==> src/rtl/mem_stall_controller.sv <==
// mem_stall_controller
//   Sequences one MEM-stage 32-bit data access onto a 16-bit asynchronous SRAM
//   as two halfword phases of WAIT_CYCLES clocks each, holding the pipeline
//   (ready=0) until the access completes.
// Ports:
//   clk, rst              clock; asynchronous active-high reset
//   wr_en, rd_en          store / load request from the MEM stage (store wins)
//   address, wdata        byte address and store data, latched on acceptance
//   rdata                 load data; holds the last completed read
//   ready                 combinational: no access pending, or access done
//   sram_addr             SRAM halfword address
//   sram_dq_out/_in/_oe   SRAM data bus (out, in, controller-drives enable)
//   sram_we_n             SRAM write enable, active-low
module mem_stall_controller #(
    parameter int unsigned WAIT_CYCLES = 5,
    parameter int unsigned BASE_ADDR   = 1024,
    parameter int unsigned SRAM_AW     = 18
) (
    input  logic               clk,
    input  logic               rst,
    input  logic               wr_en,
    input  logic               rd_en,
    input  logic [31:0]        address,
    input  logic [31:0]        wdata,
    output logic [31:0]        rdata,
    output logic               ready,
    output logic [SRAM_AW-1:0] sram_addr,
    output logic [15:0]        sram_dq_out,
    input  logic [15:0]        sram_dq_in,
    output logic               sram_dq_oe,
    output logic               sram_we_n
);
    localparam int unsigned CW = $clog2(WAIT_CYCLES + 1);
    localparam logic [CW-1:0] LAST = CW'(WAIT_CYCLES - 1);

    localparam logic [1:0] S_IDLE = 2'd0;
    localparam logic [1:0] S_LO   = 2'd1;
    localparam logic [1:0] S_HI   = 2'd2;
    localparam logic [1:0] S_DONE = 2'd3;

    logic [1:0]         state, state_d;
    logic [CW-1:0]      count, count_d;
    logic               is_write, is_write_d;
    logic [SRAM_AW-1:0] lo_addr, lo_addr_d;
    logic [31:0]        wdata_q, wdata_q_d;

    logic [SRAM_AW-1:0] sram_addr_d;
    logic [15:0]        dq_out_d;
    logic               oe_d;
    logic               we_n_d;

    logic [31:0]        offset_c;
    logic               request_c;
    logic               last_c;

    // Byte offset from the SRAM window base, wrapping modulo 2^32.
    assign offset_c  = address - BASE_ADDR;
    assign request_c = rd_en | wr_en;
    assign last_c    = (count == LAST);

    // Freeze is released while idle with nothing asked, and for the DONE cycle.
    assign ready = ((state == S_IDLE) && !request_c) || (state == S_DONE);

    // Next state, phase counter and latched transaction.
    always_comb begin
        state_d    = state;
        count_d    = count;
        is_write_d = is_write;
        lo_addr_d  = lo_addr;
        wdata_q_d  = wdata_q;
        case (state)
            S_IDLE: begin
                if (request_c) begin
                    state_d    = S_LO;
                    count_d    = '0;
                    is_write_d = wr_en;
                    lo_addr_d  = SRAM_AW'((offset_c >> 2) << 1);
                    wdata_q_d  = wdata;
                end
            end
            S_LO: begin
                if (last_c) begin
                    state_d = S_HI;
                    count_d = '0;
                end else begin
                    count_d = count + CW'(1);
                end
            end
            S_HI: begin
                if (last_c) begin
                    state_d = S_DONE;
                    count_d = '0;
                end else begin
                    count_d = count + CW'(1);
                end
            end
            S_DONE: begin
                state_d = S_IDLE;
            end
            default: begin
                state_d = S_IDLE;
                count_d = '0;
            end
        endcase
    end

    // SRAM pin values for the coming cycle, derived from the next state so the
    // registered pins line up with the phase they belong to.
    always_comb begin
        sram_addr_d = sram_addr;
        dq_out_d    = sram_dq_out;
        oe_d        = 1'b0;
        we_n_d      = 1'b1;
        if (state_d == S_LO) begin
            sram_addr_d = lo_addr_d;
            if (is_write_d) begin
                dq_out_d = wdata_q_d[15:0];
                oe_d     = 1'b1;
                // Release we_n in the last LO cycle so the address change to the
                // high half happens with the write strobe inactive.
                we_n_d   = (WAIT_CYCLES > 1) && (count_d == LAST);
            end
        end else if (state_d == S_HI) begin
            sram_addr_d = lo_addr_d | SRAM_AW'(1);
            if (is_write_d) begin
                dq_out_d = wdata_q_d[31:16];
                oe_d     = 1'b1;
                we_n_d   = 1'b0;
            end
        end
    end

    // State and transaction registers.
    always_ff @(posedge clk or posedge rst) begin
        if (rst) begin
            state    <= S_IDLE;
            count    <= '0;
            is_write <= 1'b0;
            lo_addr  <= '0;
            wdata_q  <= '0;
        end else begin
            state    <= state_d;
            count    <= count_d;
            is_write <= is_write_d;
            lo_addr  <= lo_addr_d;
            wdata_q  <= wdata_q_d;
        end
    end

    // Registered SRAM pins.
    always_ff @(posedge clk or posedge rst) begin
        if (rst) begin
            sram_addr   <= '0;
            sram_dq_out <= '0;
            sram_dq_oe  <= 1'b0;
            sram_we_n   <= 1'b1;
        end else begin
            sram_addr   <= sram_addr_d;
            sram_dq_out <= dq_out_d;
            sram_dq_oe  <= oe_d;
            sram_we_n   <= we_n_d;
        end
    end

    // Read data is captured from the bus at the last cycle of each read phase.
    always_ff @(posedge clk or posedge rst) begin
        if (rst) begin
            rdata <= '0;
        end else if (last_c && !is_write) begin
            if (state == S_LO) begin
                rdata[15:0] <= sram_dq_in;
            end else if (state == S_HI) begin
                rdata[31:16] <= sram_dq_in;
            end
        end
    end

endmodule

==> config.mk <==
export PLATFORM = sky130hd
export DESIGN_NAME = mem_stall_controller
export DESIGN_NICKNAME = d
export VERILOG_FILES = /design/src/rtl/mem_stall_controller.sv
export SDC_FILE = /design/constraint.sdc
export NUM_CORES = 1
export LEC_CHECK = 0
export CAP_MARGIN = 10
export CORE_ASPECT_RATIO = 0.6
export CORE_MARGIN = 2
export CORE_UTILIZATION = 49
export CTS_BUF_LIST = sky130_fd_sc_hd__clkbuf_8
export DETAILED_ROUTE_END_ITERATION = 12
export GPL_ROUTABILITY_DRIVEN = 0
export PLACE_DENSITY = 0.82
export SLEW_MARGIN = 20
export SYNTH_ARGS = -nofsm -noshare
export SYNTH_HDL_FRONTEND = slang
export SYNTH_SLANG_ARGS = --single-unit
==> constraint.sdc <==
create_clock -name clk -period 5.15 [get_ports clk]
set_input_delay 1.03 -clock clk [delete_from_list [all_inputs] [get_ports clk]]
set_output_delay 1.03 -clock clk [all_outputs]
set_load 0.005 [all_outputs]
==> impl_results.md, run 1 <==
* Cells after Synth at 373
* Most frequent CP cell: clkdlybuf4s50_1
* Register area share after synthesis at 0.587
* Net Switching at 0.00150 W
* Max Transition Viols Final at 0
* # DRC at 0
* I/O Pins at 153
* Total track usage at 0.208
* Avg Synthesized Cell Area at 14.2 um2
* Die width at 138 um
* DP Cell Count at 639
* Avg WL per Cell at 17.1 um
* Yosys warnings at 0
* # port buffers at 137
* Clk sinks at 124
* F_max at 265 MHz
* Post-CTS Resized at 0
* Via/cell ratio at 5.06
* Total Power at 0.00481 W
* Routed via count at 3394
* Mapped Area at 5290 um2
* Largest net degree at the start of global routing at 60
* Crit path buf inv count at 2
* Nets at 614
* Distinct cells, synth at 44
* Number of enable flip-flop cells after synthesis at 0
* Clk slew on worst S/H paths at 0.07 ns
* Root Driver: clkbuf_8
* Status: finished, final reports clean
* R2r worst-path depth at 10
* Comb pwr share at 0.484
* Chip height at 84.5 um
* DP HPWL at 8100 um
* Post-CTS Repair Setup Buffers at 0
* Antenna cells at 0
* Final TNS setup at 0 ns
* Clock network power share at 0.178
* Post-DP Area at 6790 um2
* Pleak at 3.17 nW
* 1st-iter DRT viols at 132
* Clock buffer count from CTS at 17
* Final setup vio count at 0
* Sw Ratio at 0.313
* Most frequent cells in the layout: clkdlybuf4s50_1, dfrtp_1, mux2_2
* Crit end category: output pin
* Reg-to-reg startpoint: state[0]
* Critical path origin: wr_en
* Drt total wl at 11400 um
* Die Footprint at 11700 um2
* Final cell count without fillers at 671
* RSZ-0062 raised after global routing: no
* Final period util at 0.734
* Grt ovf at 0
* Seq pwr share at 0.337
* CP max stage cell: clkdlybuf4s50_1
* First-pass GRT wire length at 19100 um
* Initial antenna violation count at 0
* Detail Route Antenna Nets at 0
* Crit path required time at 4.12 ns
* Core Area at 10500 um2
* TritonCTS clock tree: built
* Mapped Nets at 467
* Total of max-cap violations at 0
* Hold Crit Class: register to register
* Hold Buf Count CTS at 0
* Ratio of cells with drive above 1 in the final layout at 0.284
* Layout area overhead at 36.4%
* Starting Density at 0.502
* Final instance area at 7210 um2
* Crit path kind: primary input to output pin
* Rel. slew slack at 0.294
* Tmin final at 3.78 ns
* Critical Path Sink: ready
* Clock Skew at 0.0113 ns
* Final Hold Viols at 0
* Crit Path Max Fanout at 4
* Insertion delay to the later sink of the worst-skew pair at 0.41 ns
* FF-to-FF End: sram_dq_out[1]
* Cell Chain, Critical Path: clkdlybuf4s50_1, nor3b_1, or2_1, clkdlybuf4s50_1
* CP top delay family: buffers and inverters
* Slowest cell delay on critical path at 0.54 ns
* Arr. time, crit path at 2.75 ns
* VDD IR-drop max at 0.326 mV
* #FFs+latches synth at 124
* H-tree lvl count at 4
* P per Cell Area at 667 nW/um2
* Synth async-reset ratio at 1.00
* TritonRoute pass-1 iters at 4
* Startpoint types: primary input
* Internal power at 0.00331 W
* Fillers at 740
* Post-synth top flop: dfrtp_1
* Row Count at 29
* Most common cell after layout, fill and taps aside: clkdlybuf4s50_1
* Number of global-route vias before repair at 3726
* Worst slew pin tran at 1.06 ns
* Clk buf depth at 2
* R2R setup slack at 1.64 ns
* CP Depth at 4
==> power by group through the flow <==
stage	combinational, W	clock (W)	sequential [W]
after global routing	0.00254	0.000924	0.00167
final	0.00233	0.000858	0.00162
after global placement	0.00226	0	0.00162
after CTS	0.00237	0.000881	0.00163
after detailed placement	0.00235	0	0.00164
after floorplan	0.00152	0	0.00162
==> sequential cells by signal (all words and copies together), names as in the netlist <==
name,count
rdata,32
wdata_q,32
lo_addr,18
sram_addr,18
sram_dq_out,16
count,3
state,2
is_write,1
sram_dq_oe,1
sram_we_n,1
==> synthesized netlist by cell type (2+ instances only) <==
library cell | number | area share
nor2_1 | 10 | 0.0071
nand2_1 | 35 | 0.025
o31ai_1 | 5 | 0.0071
inv_1 | 11 | 0.0078
nor2b_1 | 2 | 0.0024
buf_6 | 3 | 0.0064
ha_1 | 10 | 0.024
buf_4 | 2 | 0.0028
mux2_2 | 82 | 0.17
and2_1 | 3 | 0.0036
o21ai_1 | 2 | 0.0019
nor3b_1 | 5 | 0.0071
clkbuf_1 | 5 | 0.0036
dfrtp_1 | 123 | 0.58
mux2_4 | 27 | 0.077
o21ai_0 | 6 | 0.0057
a21oi_1 | 8 | 0.0076
buf_2 | 4 | 0.0038
a31oi_1 | 2 | 0.0024
xnor2_1 | 4 | 0.0066
==> cell type report <==
| cell class | count | area [um2] | share of cell area |
|---|---|---|---|
| Clock buffer | 20 | 275 | 0.0382 |
| Tap cell | 139 | 174 | 0.0241 |
| Clock inverter | 11 | 126 | 0.0175 |
| Timing Repair Buffer | 143 | 1440 | 0.199 |
| Multi-Input combinational cell | 222 | 2050 | 0.284 |
| Inverter | 12 | 47.5 | 0.00660 |
| Sequential cell | 124 | 3100 | 0.431 |
==> per-layer routing <==
metal / up-vias / wire length [um] / track usage
met5: - / 0 / 0
met2: 67 / 5390 / 0.330
met1: 1720 / 5400 / 0.278
li1: 1591 / - / -
met3: 16 / 479 / 0.0559
met4: 0 / 177 / 0.0816
==> how the worst min path moves through the flow <==
stage / startpoint / endpoint / slack [ns] / cells after the start
floorplan: lo_addr[1] / lo_addr[1] / 0.44 / 2
global placement: lo_addr[7] / lo_addr[7] / 0.45 / 2
detailed placement: lo_addr[2] / lo_addr[2] / 0.46 / 2
CTS: lo_addr[4] / lo_addr[4] / 0.48 / 2
global route: wdata_q[27] / wdata_q[27] / 0.50 / 1
finish: lo_addr[1] / lo_addr[1] / 0.47 / 2
==> worst reg2reg max path, cell delays in order (launching register included) <==
cell     delay [ns]
dfrtp_1        0.43
inv_1          0.14
ha_1           0.38
nor3b_1        0.43
nor2_1         0.13
o32a_1         0.24
inv_1          0.08
ha_1           0.61
a21oi_2        0.28
buf_4          0.30
mux2_2         0.39
==> kinds of logic (layout without fill, tap and decap cells) <==
| logic type | Yosys count | in the layout | synth area share |
|---|---|---|---|
| compound gates | 33 | 33 | 0.0419 |
| buf+inv | 27 | 186 | 0.0258 |
| mux | 109 | 109 | 0.251 |
| flops | 124 | 124 | 0.587 |
| xor+xnor | 5 | 5 | 0.00828 |
| simple gates | 65 | 65 | 0.0618 |
| fa+ha+maj | 10 | 10 | 0.0237 |
==> through the flow <==
stage,utilization,worst slack [ns],hold slack [ns]
after floorplan,-,0.822,0.437
after global placement,0.646,1.15,0.449
after detailed placement,0.646,1.07,0.459
after CTS,0.684,1.39,0.477
after global routing,0.685,1.17,0.502
final,0.685,1.37,0.471
No activity file was read; power rests on OpenSTA's default activity.
==> run 2, diff against run 1 <==
==> constraint.sdc (replaced) <==
create_clock -name clk -period 3.55 [get_ports clk]
set_input_delay 0.71 -clock clk [delete_from_list [all_inputs] [get_ports clk]]
set_output_delay 0.71 -clock clk [all_outputs]
set_load 0.005 [all_outputs]
==> run 2 against run 1 <==
- core utilization stayed put
- sequential power is 46% higher
- worst setup slack worse by 1.0 ns
- clock power is 33% higher
- largest power group unchanged
- global-route usage is 0.11 points lower
- die area stayed put
==> impl_results.md, run 2 (synthesized netlist as in run 1, its figures left out) <==
* Status: finished, final reports clean
* 1st-iter DRT viols at 174
* TritonCTS clock tree: built
* Via/cell ratio at 5.14
* Final setup vio count at 0
* Worst slew pin tran at 0.806 ns
* Final Hold Viols at 0
* Tmin final at 3.22 ns
* Max Transition Viols Final at 0
* Clock Skew at 0.00972 ns
* Most frequent cells in the layout: clkdlybuf4s50_1, dfrtp_1, mux2_2
* Post-CTS Resized at 0
* Detail Route Antenna Nets at 0
* Crit path required time at 3.84 ns
* Grt ovf at 0
* Drt total wl at 11400 um
* Fillers at 755
* Initial antenna violation count at 0
* DP HPWL at 8250 um
* Clk sinks at 124
* VDD IR-drop max at 0.528 mV
* P per Cell Area at 955 nW/um2
* Antenna cells at 0
* Crit end category: register
* Startpoint types: register
* Clk buf depth at 2
* Crit path kind: register to register
* I/O Pins at 153
* Die Footprint at 11700 um2
* Number of global-route vias before repair at 3844
* Largest regs: rdata x32, wdata_q x32
* Avg WL per Cell at 16.9 um
* Chip height at 84.5 um
* Rel. slew slack at 0.463
* Nets at 619
* Starting Density at 0.502
* # port buffers at 137
* Most common cell after layout, fill and taps aside: clkdlybuf4s50_1
* Routed via count at 3478
* Arr. time, crit path at 3.51 ns
* Worst hold slack at 0.468 ns
* Total Power at 0.00688 W
* Final Util at 0.685
* Clk slew on worst S/H paths at 0.07 ns
* Row Count at 29
* Hold Buf Count CTS at 0
* Crit Path Max Fanout at 11
* Ratio of cells with drive above 1 in the final layout at 0.296
* TritonRoute pass-1 iters at 4
* # DRC at 0
* Clock buffer count from CTS at 17
* Final period util at 0.907
* Final TNS setup at 0 ns
* Post-CTS Repair Setup Buffers at 0
* H-tree lvl count at 4
* Hold Crit Class: register to register
* F_max at 310 MHz
* Pleak at 3.15 nW
* RSZ-0062 raised after global routing: no
* Total of max-cap violations at 0
* First-pass GRT wire length at 19100 um
* Total track usage at 0.207
* Largest net degree at the start of global routing at 62
* Layout area overhead at 36.4%
* Core Area at 10500 um2
* Die width at 138 um
* Root Driver: clkbuf_8
* Insertion delay to the later sink of the worst-skew pair at 0.41 ns
[run 2: area by class of cell]
cell class / instances / area (um2) / area share
Sequential cell: 124 / 3100 / 0.431
Multi-Input combinational cell: 222 / 2050 / 0.284
Timing Repair Buffer: 148 / 1470 / 0.203
Clock buffer: 20 / 275 / 0.0382
Tap cell: 139 / 174 / 0.0241
Clock inverter: 11 / 93.8 / 0.0130
Inverter: 12 / 48.8 / 0.00677
[run 2: per-layer routing]
layer	up-vias	global-route usage	part of all wire	wire, um
met2	82	0.330	0.47	5410
met3	11	0.0696	0.046	527
met1	1771	0.274	0.47	5340
met4	0	0.0612	0.011	124
li1	1614	-	-	-
met5	-	0	0	0
[run 2: worst paths after layout]
path,depth (start not counted),start,slack (ns),to
worst max-delay path,11,state[0],0.33,sram_dq_out[6]
worst min-delay path,2,lo_addr[3],0.47,lo_addr[3]
worst max register to register,11,state[0],0.33,sram_dq_out[6]
worst min register to register,2,lo_addr[3],0.47,lo_addr[3]
max in group asynchronous,3,rst,1.94,rdata[1]
min in group asynchronous,2,rst,0.75,sram_dq_out[2]
[run 2: power breakdown]
group	total (W)	switching, W	internal, W
registers	0.00237	0.000288	0.00208
clock network	0.00114	0.000538	0.000601
logic	0.00338	0.00137	0.00201
total	0.00688	0.00219	0.00469
[run 2: metrics by stage]
| stage | worst slack (ns) | cells | area [um2] |
|---|---|---|---|
| detailed placement | 0.143 | 645 | 6840 |
| global placement | 0.158 | 645 | 6840 |
| CTS | 0.329 | 676 | 7210 |
| floorplan | 0.623 | 373 | 5290 |
| finish | 0.329 | 676 | 7210 |
| global route | 0.0533 | 676 | 7210 |
[run 2: worst max-delay path, cell delays in order (launching register included)]
cell and delay (ns):
dfrtp_1 0.42, inv_1 0.13, ha_1 0.38, nor3b_1 0.43, o21ai_0 0.15, o21ai_0 0.16, inv_1 0.08, ha_1 0.27
or2_2 0.33, a21oi_2 0.17, buf_4 0.23, mux2_2 0.36
